===== src/rtl/fifo_sum_ctrl.sv =====
// fifo_sum_ctrl: sequences two external row-delay FIFOs so that each byte of
// row 2 onward yields the column sum of three vertically adjacent bytes.
module fifo_sum_ctrl #(
    parameter int COL_MAX = 5,
    parameter int ROW_MAX = 4
) (
    input  logic       sys_clk,
    input  logic       sys_rst_n,
    input  logic [7:0] pi_data,
    input  logic       pi_flag,
    output logic       fifo1_wr_en,
    output logic [7:0] fifo1_din,
    output logic       fifo1_rd_en,
    input  logic [7:0] fifo1_dout,
    input  logic       fifo1_empty,
    output logic       fifo2_wr_en,
    output logic [7:0] fifo2_din,
    output logic       fifo2_rd_en,
    input  logic [7:0] fifo2_dout,
    input  logic       fifo2_empty,
    output logic [9:0] po_sum,
    output logic       po_flag,
    output logic       err
);

    localparam int CW = $clog2(COL_MAX + 1);
    localparam int RW = $clog2(ROW_MAX + 1);
    localparam logic [CW-1:0] COL_LAST = CW'(COL_MAX - 1);
    localparam logic [RW-1:0] ROW_LAST = RW'(ROW_MAX - 1);

    typedef enum logic [1:0] {WR_F1, WR_F2, SUM} state_t;

    state_t          state_q, state_d;
    logic [CW-1:0]   col_cnt_q, col_cnt_d;
    logic [RW-1:0]   row_cnt_q, row_cnt_d;
    logic            f1_wr_q, f1_wr_d;
    logic [7:0]      f1_din_q, f1_din_d;
    logic            f2_wr_q, f2_wr_d;
    logic [7:0]      f2_din_q, f2_din_d;
    logic            rd_q, rd_d;          // read strobe, cycle T+1
    logic            rd_wb_q, rd_wb_d;    // row is to be written back (not last row)
    logic            s2_q, s2_d;          // FIFO data valid, cycle T+2
    logic            s2_wb_q, s2_wb_d;
    logic [7:0]      data_d1_q, data_d1_d;
    logic [9:0]      po_sum_q, po_sum_d;
    logic            po_flag_q, po_flag_d;
    logic            err_q, err_d;

    logic last_col;
    logic last_row;

    assign last_col = (col_cnt_q == COL_LAST);
    assign last_row = (row_cnt_q == ROW_LAST);

    // Next-state, counters and pipeline stage computation
    always_comb begin
        state_d   = state_q;
        col_cnt_d = col_cnt_q;
        row_cnt_d = row_cnt_q;
        f1_wr_d   = 1'b0;
        f1_din_d  = f1_din_q;
        f2_wr_d   = 1'b0;
        f2_din_d  = f2_din_q;
        rd_d      = 1'b0;
        rd_wb_d   = rd_wb_q;
        s2_d      = rd_q;
        s2_wb_d   = rd_wb_q;
        data_d1_d = data_d1_q;
        po_sum_d  = po_sum_q;
        po_flag_d = s2_q;
        err_d     = err_q;

        if (pi_flag) begin
            col_cnt_d = last_col ? '0 : col_cnt_q + CW'(1);
            if (last_col) begin
                row_cnt_d = last_row ? '0 : row_cnt_q + RW'(1);
            end
            unique case (state_q)
                WR_F1: begin
                    f1_wr_d  = 1'b1;
                    f1_din_d = pi_data;
                    if (last_col) state_d = WR_F2;
                end
                WR_F2: begin
                    f2_wr_d  = 1'b1;
                    f2_din_d = pi_data;
                    if (last_col) state_d = SUM;
                end
                SUM: begin
                    rd_d      = 1'b1;
                    rd_wb_d   = !last_row;
                    data_d1_d = pi_data;
                    if (last_col && last_row) state_d = WR_F1;
                end
                default: state_d = WR_F1;
            endcase
        end

        // data_d1 still holds the new byte at T+2, so the sum is formed there
        // and registered, presenting po_sum/po_flag at T+3.
        if (s2_q) begin
            po_sum_d = 10'(fifo1_dout) + 10'(fifo2_dout) + 10'(data_d1_q);
        end

        if (rd_q && (fifo1_empty || fifo2_empty)) begin
            err_d = 1'b1;
        end
    end

    // State and pipeline registers
    always_ff @(posedge sys_clk or negedge sys_rst_n) begin
        if (!sys_rst_n) begin
            state_q   <= WR_F1;
            col_cnt_q <= '0;
            row_cnt_q <= '0;
            f1_wr_q   <= 1'b0;
            f1_din_q  <= '0;
            f2_wr_q   <= 1'b0;
            f2_din_q  <= '0;
            rd_q      <= 1'b0;
            rd_wb_q   <= 1'b0;
            s2_q      <= 1'b0;
            s2_wb_q   <= 1'b0;
            data_d1_q <= '0;
            po_sum_q  <= '0;
            po_flag_q <= 1'b0;
            err_q     <= 1'b0;
        end else begin
            state_q   <= state_d;
            col_cnt_q <= col_cnt_d;
            row_cnt_q <= row_cnt_d;
            f1_wr_q   <= f1_wr_d;
            f1_din_q  <= f1_din_d;
            f2_wr_q   <= f2_wr_d;
            f2_din_q  <= f2_din_d;
            rd_q      <= rd_d;
            rd_wb_q   <= rd_wb_d;
            s2_q      <= s2_d;
            s2_wb_q   <= s2_wb_d;
            data_d1_q <= data_d1_d;
            po_sum_q  <= po_sum_d;
            po_flag_q <= po_flag_d;
            err_q     <= err_d;
        end
    end

    // Row shift-up at T+2 uses FIFO read data directly, so write data is muxed
    assign fifo1_wr_en = f1_wr_q | (s2_q & s2_wb_q);
    assign fifo1_din   = s2_q ? fifo2_dout : f1_din_q;
    assign fifo2_wr_en = f2_wr_q | (s2_q & s2_wb_q);
    assign fifo2_din   = s2_q ? data_d1_q : f2_din_q;
    assign fifo1_rd_en = rd_q;
    assign fifo2_rd_en = rd_q;
    assign po_sum      = po_sum_q;
    assign po_flag     = po_flag_q;
    assign err         = err_q;

endmodule


===== config.mk =====
export PLATFORM = sky130hd
export DESIGN_NAME = fifo_sum_ctrl
export DESIGN_NICKNAME = d
export VERILOG_FILES = /design/src/rtl/fifo_sum_ctrl.sv
export SDC_FILE = /design/constraint.sdc
export NUM_CORES = 1
export LEC_CHECK = 0
export ABC_AREA = 1
export CORE_MARGIN = 4
export CORE_UTILIZATION = 50
export CTS_CLUSTER_DIAMETER = 60
export DETAILED_ROUTE_END_ITERATION = 12
export PLACE_DENSITY = 0.82
export SLEW_MARGIN = 20
export SYNTH_ARGS = -nofsm -noshare
export SYNTH_HDL_FRONTEND = slang
export SYNTH_SLANG_ARGS = --single-unit

===== constraint.sdc =====
create_clock -name sys_clk -period 2.65 [get_ports sys_clk]
set_input_delay 0.265 -clock sys_clk [delete_from_list [all_inputs] [get_ports sys_clk]]
set_output_delay 0.265 -clock sys_clk [all_outputs]
set_load 0.02 [all_outputs]

# After elaboration in Yosys (flattened, before gate mapping)

Cells that the tools add are included.
W data, S select, Z words.

Register bits after elaboration: 50
Word-level logic and storage cells: 53

Add/sub/neg operators: 4
Equality and inequality tests: 7
Multiplexer cells: 14
Bitwise gates (word level): 3
Reduce and logical (&&, ||, !) cells: 10

Operators with widths:

| operator              | count |
|---|---|
| $mux W8               | 2 |
| $add A9 B8 Y10        | 1 |
| $add A8 B8 Y9         | 1 |
| $reduce_and A2 Y1     | 4 |
| $add A3 B1 Y3 const B | 2 |
| $mux W1               | 6 |
| $mux W2               | 3 |
| $mux W3               | 2 |
| $ne A2 B2 Y1 const B  | 3 |
| $pmux W2 S3           | 1 |
| $reduce_and A4 Y1     | 1 |
| $eq A3 B2 Y1 const B  | 1 |
| $eq A3 B3 Y1 const B  | 1 |
| $eq A2 B1 Y1 const B  | 1 |
| $eq A2 B2 Y1 const B  | 1 |
| $logic_and A1 B1 Y1   | 2 |
| $logic_not A2 Y1      | 1 |
| $or A1 B1 Y1          | 2 |
| $and A1 B1 Y1         | 1 |
| $logic_not A1 Y1      | 1 |
| $logic_or A1 B1 Y1    | 1 |

# Longest topological paths before layout

Gate-level depths: netlist of the first run.

Word-level depth: 4
Mapped depth: 14
Mapped depth without buffers: 14

# Least setup slack after synthesis of the first run

OpenSTA, ideal clock, no wires.

Path kind: register to register
From: reg data_d1_q[1]
To: reg po_sum_q[7] (netlist: po_sum[7])
Slack: 0.596 ns
Cell stages (with the launch flop): 13
Data arrival time: 1.936 ns
Buffers on the path: 0
Library setup time: 0.118 ns
Path through: dfrtp_1 > fa_1 > ha_1 > inv_1 > fa_1 > inv_1 > nand2_1 > nand2_1 > nand3_1 > nand2_1 > nand2_1 > nand3_1 > nand2_1

Cells in the longest elaborated chain, start to end: 1

RTL lines:

| what                   | RTL line | RTL |
|---|---|---|
| start, declared        | 44       | `logic [7:0] data_d1_q, data_d1_d;` |
| start signal, assigned | 140      | `data_d1_q <= data_d1_d;` |
| $add A9 B8 Y10         | 102      | `po_sum_d = 10'(fifo1_dout) + 10'(fifo2_dout) + 10'(data_d1_q);` |
| end signal, assigned   | 141      | `po_sum_q <= po_sum_d;` |
| end, declared          | 45       | `logic [9:0] po_sum_q, po_sum_d;` |

Every way passes these cells.
A chain may end at the register's enable or synchronous reset.

# Final worst setup path of the first run

From: in fifo1_dout[1]
To: reg po_sum_q[7] (netlist: po_sum[7])

Cells in the longest elaborated chain, start to end: 2

RTL lines:

| what            | RTL line | RTL |
|---|---|---|
| start, declared | 14       | `input logic [7:0] fifo1_dout,` |
| $add A8 B8 Y9   | 102      |  |
| $add A9 B8 Y10  | 102      |  |

Every way passes these cells.

==> results of run 1 <==
flip-flops by register name, summed over array words and instances, names as in the netlist:
signal       flops
po_sum          10
data_d1_q        8
f1_din_q         8
f2_din_q         8
col_cnt_q        3
row_cnt_q        3
state_q          2
err              1
f1_wr_q          1
f2_wr_q          1
fifo1_rd_en      1
po_flag          1
po_flag_d        1
rd_wb_q          1
s2_wb_q          1
metal layers:
metal / part of all wire / vias to the layer above
met5: 0 / -
met4: 0.010 / 0
met3: 0.052 / 7
met2: 0.50 / 64
met1: 0.44 / 1024
li1: - / 1116
cells by family (layout without fill, tap and decap cells):
family / count (synthesis) / after routing / share of synthesized area
AND/OR/NAND/NOR: 153 / 153 / 0.234
flip-flops: 50 / 50 / 0.467
buffers and inverters: 49 / 110 / 0.0794
AO/OA/AOI/OAI: 47 / 47 / 0.102
adder cells (fa/ha/maj): 19 / 19 / 0.114
XOR/XNOR: 1 / 1 / 0.00327
metrics by stage:
| stage | hold WS (ns) | total power, mW | setup slack, ns | utilization | std cells |
|---|---|---|---|---|---|
| 6_report | 0.384 | 3.78 | 0.350 | 0.664 | 450 |
| 2_1_floorplan | -0.0306 | 2.59 | 0.596 | - | 319 |
| 4_1_cts | 0.386 | 3.80 | 0.350 | 0.664 | 450 |
| 5_1_grt | 0.392 | 4.11 | 0.170 | 0.664 | 450 |
| 3_5_place_dp | 0.241 | 3.36 | 0.0390 | 0.645 | 441 |
| 3_3_place_gp | 0.243 | 3.28 | 0.135 | 0.645 | 441 |
worst max-delay path: cells and delay by family:
family                     cells  cell delay [ns]
adders and majority gates      3             1.13
buffers and inverters          3             0.59
and+or+nand+nor                7             0.52
layout make-up:
cell class,count,share of cell area
Sequential cell,50,0.367
Multi-Input combinational cell,220,0.356
Timing Repair Buffer,63,0.182
Inverter,39,0.0451
Tap cell,70,0.0257
Clock buffer,6,0.0213
Clock inverter,2,0.00403
power by group:
part	switching, mW	internal (mW)
registers	0.213	1.09
clock network	0.252	0.187
logic	1.14	0.891
total	1.61	2.17
cell usage after synthesis, drive strengths merged:
cell	instances	area, um2
ha	10	125
o21bai	2	15.0
inv	39	154
fa	9	180
xor2	1	8.76
a21oi	8	43.8
or2	2	12.5
nand3	14	70.1
nor3	1	16.3
buf	5	40.0
o21ai	37	215
nand3b	1	7.51
nand4	1	6.26
nand2	124	470
nor2	10	42.5
clkbuf	5	18.8
dfrtp	50	1250
worst max path at each step:
stage | endpoint | slack, ns | depth (start not counted)
2_1_floorplan | po_sum[7] | 0.60 | 12
3_5_place_dp | po_sum[7] | 0.04 | 13
5_1_grt | po_sum[7] | 0.17 | 12
3_3_place_gp | po_sum[7] | 0.14 | 13
4_1_cts | po_sum[7] | 0.35 | 13
6_report | po_sum[7] | 0.35 | 13
==> results by group, run 1 <==
Status
  • Status: completed

Finish
  • Post-synthesis to final-layout area growth: 27.5%
  • Most frequent cells in the layout: nand2_1, clkdlybuf4s50_1, dfrtp_1
  • Flip-flop and latch area: 0.00125 mm2
  • Number of fillers in the final layout: 454
  • Most common library cell in the layout ignoring fill and taps: nand2_1
  • Number of antenna cells inserted: 0
  • Final-stage net count: 427
  • Final Cell Area: 0.00341 mm2
  • Combined area of the multi-input logic cells: 0.00121 mm2
  • Layout cell share with drive strength beyond 1: 0.0842

STA
  • Final number of hold-violating endpoints: 0
  • Unrepaired setup endpoints after global routing: false
  • Min Clock Period, post-route: 2.30 ns
  • Number of max-slew violations in the final report: 0
  • Worst-Margin Slew: 0.545 ns
  • Worst setup skew after layout: 0.00480 ns
  • Headroom to the max-slew limit: 0.636
  • Final setup TNS: 0 ns
  • Portion of the clock cycle consumed by the worst path in the final layout: 0.868
  • Maximum operating frequency: about 430 MHz
  • Count of final setup violators: 0

Die
  • Row Count: 26
  • Count of pins on the block boundary: just over 60
  • Area of the die: 0.00659 mm2
  • Core ar.: 0.00514 mm2
  • Floorplan die height: 81.2 um
  • Die Span X: 81.2 um
  • Initial standard-cell utilization of the core: 0.521

Min path
  • Number of stages on the worst hold path: 0
  • Type of the most critical hold path: reg -> reg
  • Hold EP: s2_wb_q
  • Worst hold start: rd_wb_q

Placement
  • Port buffer count: 60
  • Estimated wirelength of the detail-placed design: 4400 um
  • Instance area after placement: 0.00332 mm2
  • Routability-driven placement congestion ratio: 0.921

Global routing
  • Maximum number of pins on one net before global-route repair: 34
  • Initial antenna violation count: 0
  • M1 GR Usage: 0.250
  • First-pass GRT wire length: 9580 um
  • Global routing usage on met3: 0.0310
  • Met2 layer usage reported by global route: 0.321
  • Remaining Overflow, GRT: 0
  • Total GRT Usage: 0.190
  • Top Usage Layer GRT: met2
  • Via count of the first global-routing pass: 2058

Clock network
  • Number of buffers created by CTS: 5
  • Bufs on Longest Clock Path: 2
  • CTS Hold Buffers Added: 1
  • Clock slew seen by the registers of the worst setup and hold paths: 0.09 ns
  • Cell at the root of the clock tree: clkbuf_8
  • TritonCTS clock tree: done
  • Worst-Skew Late Latency: 0.31 ns
  • Post-cts repair resize count: 0
  • Number of sinks driven by the clock tree: 50
  • Number of H-tree levels: 2
  • Total setup buffers inserted after CTS: 0

Worst setup path
  • Crit-path most repeated cell: nand2_1
  • CP Capture Type: flop
  • Kind of start point of the critical path: primary input
  • Worst path arrival time: 2.50 ns
  • Critical path data required time: 2.85 ns
  • Launching instance or port of the critical path: fifo1_dout[1]
  • Worst reg-to-reg path cell count: 12
  • Critical path's largest stage delay: around 0.57 ns
  • Critical register-to-register path startpoint: data_d1_q[1]
  • Biggest fanout along the worst timing path: 4
  • Worst reg2reg path endpoint: po_sum[7]
  • Minimum setup slack among reg-to-reg paths: 0.37 ns
  • Path type of the worst setup path: in -> reg
  • Cells along the critical path: clkdlybuf4s50_1 -> fa_1 -> ha_1 -> inv_1 -> fa_1 -> inv_1 -> nand2_1 -> nand2_1 -> nand3_1 -> nand2_1 -> nand2_1 -> nand3_1 -> nand2_1
  • Critical path's slowest cell: fa_1

Power
  • Standby leakage power: 1.70 nW
  • Power density relative to cell area: 1110 mW/mm2
  • Maximum vdd ir drop: 570 uV

Synth
  • Synth cell types: 27
  • Mean Syn Cell Area: 8.39 um2
  • Gate count of the mapped netlist: approximately 320
  • Syn Std Cell Area: 0.00268 mm2
  • Number of synthesized register bits: 50
  • Number of nets in the synthesized netlist: 367
  • Sequential share of the synthesized area: 0.467
  • Warnings from Yosys: 0

Routing
  • DRC violations left: 0
  • Remaining antenna violation count: 0
  • Vias per inst: 4.91
  • Detailed-router iteration count before antenna repair: 4
  • Final wirelength: 5860 um
  • Overall via count from detail_route: 2211
  • Detailed Route Iter0 Violations: about 110
  • Wire length per cell after detailed routing: around 13 um

Run
  • Max Cap Viol: 0
Power figures use the tool's default switching activity.
==> inputs of run 2 (changes only) <==
--- a/config.mk
+++ b/config.mk
@@ -7,10 +7,11 @@
 export LEC_CHECK = 0
 export ABC_AREA = 1
 export CORE_MARGIN = 4
-export CORE_UTILIZATION = 50
+export CORE_UTILIZATION = 60
 export CTS_CLUSTER_DIAMETER = 60
 export DETAILED_ROUTE_END_ITERATION = 12
-export PLACE_DENSITY = 0.82
+export DONT_BUFFER_PORTS = 1
+export PLACE_DENSITY = 0.78
 export SLEW_MARGIN = 20
 export SYNTH_ARGS = -nofsm -noshare
 export SYNTH_HDL_FRONTEND = slang
==> results by group, run 2 (synthesis results as in run 1) <==
Finish
  • Most frequent cells in the layout: nand2_1, dfrtp_1, inv_1
  • Flip-flop count of the largest register after layout: 10 (unchanged)
  • Post-synthesis to final-layout area growth: 5.37%
  • Cell Count, Final, Fillers Out: 372 (-17%)
  • Final Cell Area: 0.00282 mm2 (-17%)
  • Layout cell share with drive strength beyond 1: 0.100 (+0.0158)
  • Final-stage net count: 367 (-14%)
  • Most common library cell in the layout ignoring fill and taps: nand2_1
  • Number of antenna cells inserted: 0 (unchanged)

Clock network
  • Total setup buffers inserted after CTS: 0 (unchanged)
  • Number of sinks driven by the clock tree: 50 (unchanged)
  • Cell at the root of the clock tree: clkbuf_8
  • TritonCTS clock tree: done
  • Worst-Skew Late Latency: 0.31 ns (about the same)
  • Bufs on Longest Clock Path: 2 (unchanged)
  • Number of H-tree levels: 2 (unchanged)
  • Number of buffers created by CTS: 5 (unchanged)
  • Clock slew seen by the registers of the worst setup and hold paths: 0.10 ns (about the same)

Global routing
  • First-pass GRT wire length: 8630 um (-9.9%)
  • Initial antenna violation count: 0 (unchanged)
  • Maximum number of pins on one net before global-route repair: 51 (+50%)
  • Via count of the first global-routing pass: 1874 (-8.9%)
  • Total GRT Usage: 0.206 (+0.0165)
  • Remaining Overflow, GRT: 0 (unchanged)

STA
  • Headroom to the max-slew limit: 0.630 (-0.00594)
  • Number of max-slew violations in the final report: 0 (unchanged)
  • Worst setup skew after layout: 0.00668 ns (+0.00188 ns)
  • Portion of the clock cycle consumed by the worst path in the final layout: 0.852 (-0.0155)
  • Maximum operating frequency: 443 MHz (+1.8%)
  • Final setup TNS: 0 ns (unchanged)
  • Count of final setup violators: 0 (unchanged)
  • Final number of hold-violating endpoints: 0 (unchanged)
  • Min Clock Period, post-route: 2.26 ns (-0.0411 ns)
  • Worst-Margin Slew: 0.554 ns (+0.00890 ns)
  • Unrepaired setup endpoints after global routing: false

Status
  • Status: completed

Placement
  • Number of cells after detailed placement: 362 (-18%)
  • Port buffer count: 0 (-100%)
  • Estimated wirelength of the detail-placed design: 3920 um (-11%)
  • Instance area after placement: 0.00269 mm2 (-19%)
  • Routability-driven placement congestion ratio: 0.812 (-12%)

Routing
  • Remaining antenna violation count: 0 (unchanged)
  • DRC violations left: 0 (unchanged)
  • Overall via count from detail_route: 1973 (-11%)
  • Wire length per cell after detailed routing: 14.3 um (+10%)
  • Final wirelength: 5330 um (-9.1%)
  • Detailed Route Iter0 Violations: 91 (-16%)
  • Vias per inst: 5.30 (+7.9%)
  • Detailed-router iteration count before antenna repair: 4 (unchanged)

Die
  • Initial standard-cell utilization of the core: 0.619 (+0.0983)
  • Core ar.: 0.00432 mm2 (-16%)
  • Row Count: 24 (-7.7%)
  • Floorplan die height: 74.8 um (-7.9%)
  • Area of the die: 0.00560 mm2 (-15%)
  • Die Span X: 74.8 um (-7.9%)
  • Count of pins on the block boundary: 61 (unchanged)

Worst setup path
  • CP Capture Type: flop
  • CP Buf/Inv Count: 2 (-1)
  • Cell type group with the largest total delay on the critical path: adder cells
  • Critical path data required time: 2.85 ns (about the same)
  • Critical path's slowest cell: fa_1
  • Crit-path most repeated cell: nand2_1
  • Critical path's largest stage delay: 0.49 ns (-0.08 ns)
  • Biggest fanout along the worst timing path: 4 (unchanged)
  • Kind of start point of the critical path: flop
  • Path type of the worst setup path: reg -> reg
  • Worst path arrival time: 2.46 ns (-0.04 ns)
  • Cells along the critical path: fa_1 -> ha_1 -> inv_1 -> fa_1 -> inv_1 -> nand2_1 -> nand2_1 -> nand3_1 -> nand2_1 -> nand2_1 -> nand3_1 -> nand2_1

Power
  • Tot Pwr: 3.34 mW (-12%)
  • Standby leakage power: 1.48 nW (-13%)
  • Maximum vdd ir drop: 654 uV (+15%)
  • Power density relative to cell area: 1180 mW/mm2 (+7.0%)

Min path
  • Type of the most critical hold path: in -> reg

Run
  • Max Cap Viol: 0 (unchanged)
==> run 2: layout make-up <==
type / instances / area, um2
Sequential cell: 50 / 1250
Inverter: 39 / 154
Clock inverter: 3 / 23.8
Tap cell: 52 / 65.1
Clock buffer: 5 / 68.8
Timing Repair Buffer: 3 / 45.0
Fill cell: 401 / 1500
Multi-Input combinational cell: 220 / 1210
==> run 2: path summary, 6_finish.rpt <==
path | from | to | slack [ns] | cells past startpoint
min in group asynchronous | sys_rst_n | po_flag | 0.48 | 2
setup / recovery | data_d1_q[1] | po_sum[7] | 0.39 | 12
hold reg to reg | rd_wb_q | s2_wb_q | 0.38 | 0
setup reg to reg | data_d1_q[1] | po_sum[7] | 0.39 | 12
max in group asynchronous | sys_rst_n | f1_din_q[1] | 1.96 | 2
hold / removal | pi_flag | col_cnt_q[0] | 0.05 | 1
==> run 2: what timing repair did <==
action / 4_1_cts / 5_1_grt
gates resized for setup: 0 / 0
hold endpoints to repair: 50 / 0
hold buffers: 2 / 0
==> run 2: routing by layer <==
layer / up-vias / global-route usage / share of wire
met5: - / 0 / 0
met4: 0 / 0.0534 / 0.010
met3: 7 / 0.0668 / 0.081
met2: 58 / 0.339 / 0.48
met1: 912 / 0.266 / 0.42
li1: 996 / - / -
==> run 2: where the power goes <==
group          leakage (nW)  internal [mW]  total [mW]  switching, mW
registers             0.615           1.09        1.40          0.313
clock network        0.0408          0.189       0.456          0.267
logic                 0.822          0.512        1.48          0.968
==> run 2: stage by stage <==
stage	hold WS [ns]	setup slack, ns	util
final	0.0525	0.392	0.652
after global routing	0.0319	0.211	0.652
after CTS	0.0432	0.392	0.652
after detailed placement	-0.0293	0.414	0.622
after global placement	-0.0292	0.506	0.622
after floorplan	-0.0306	0.596	-
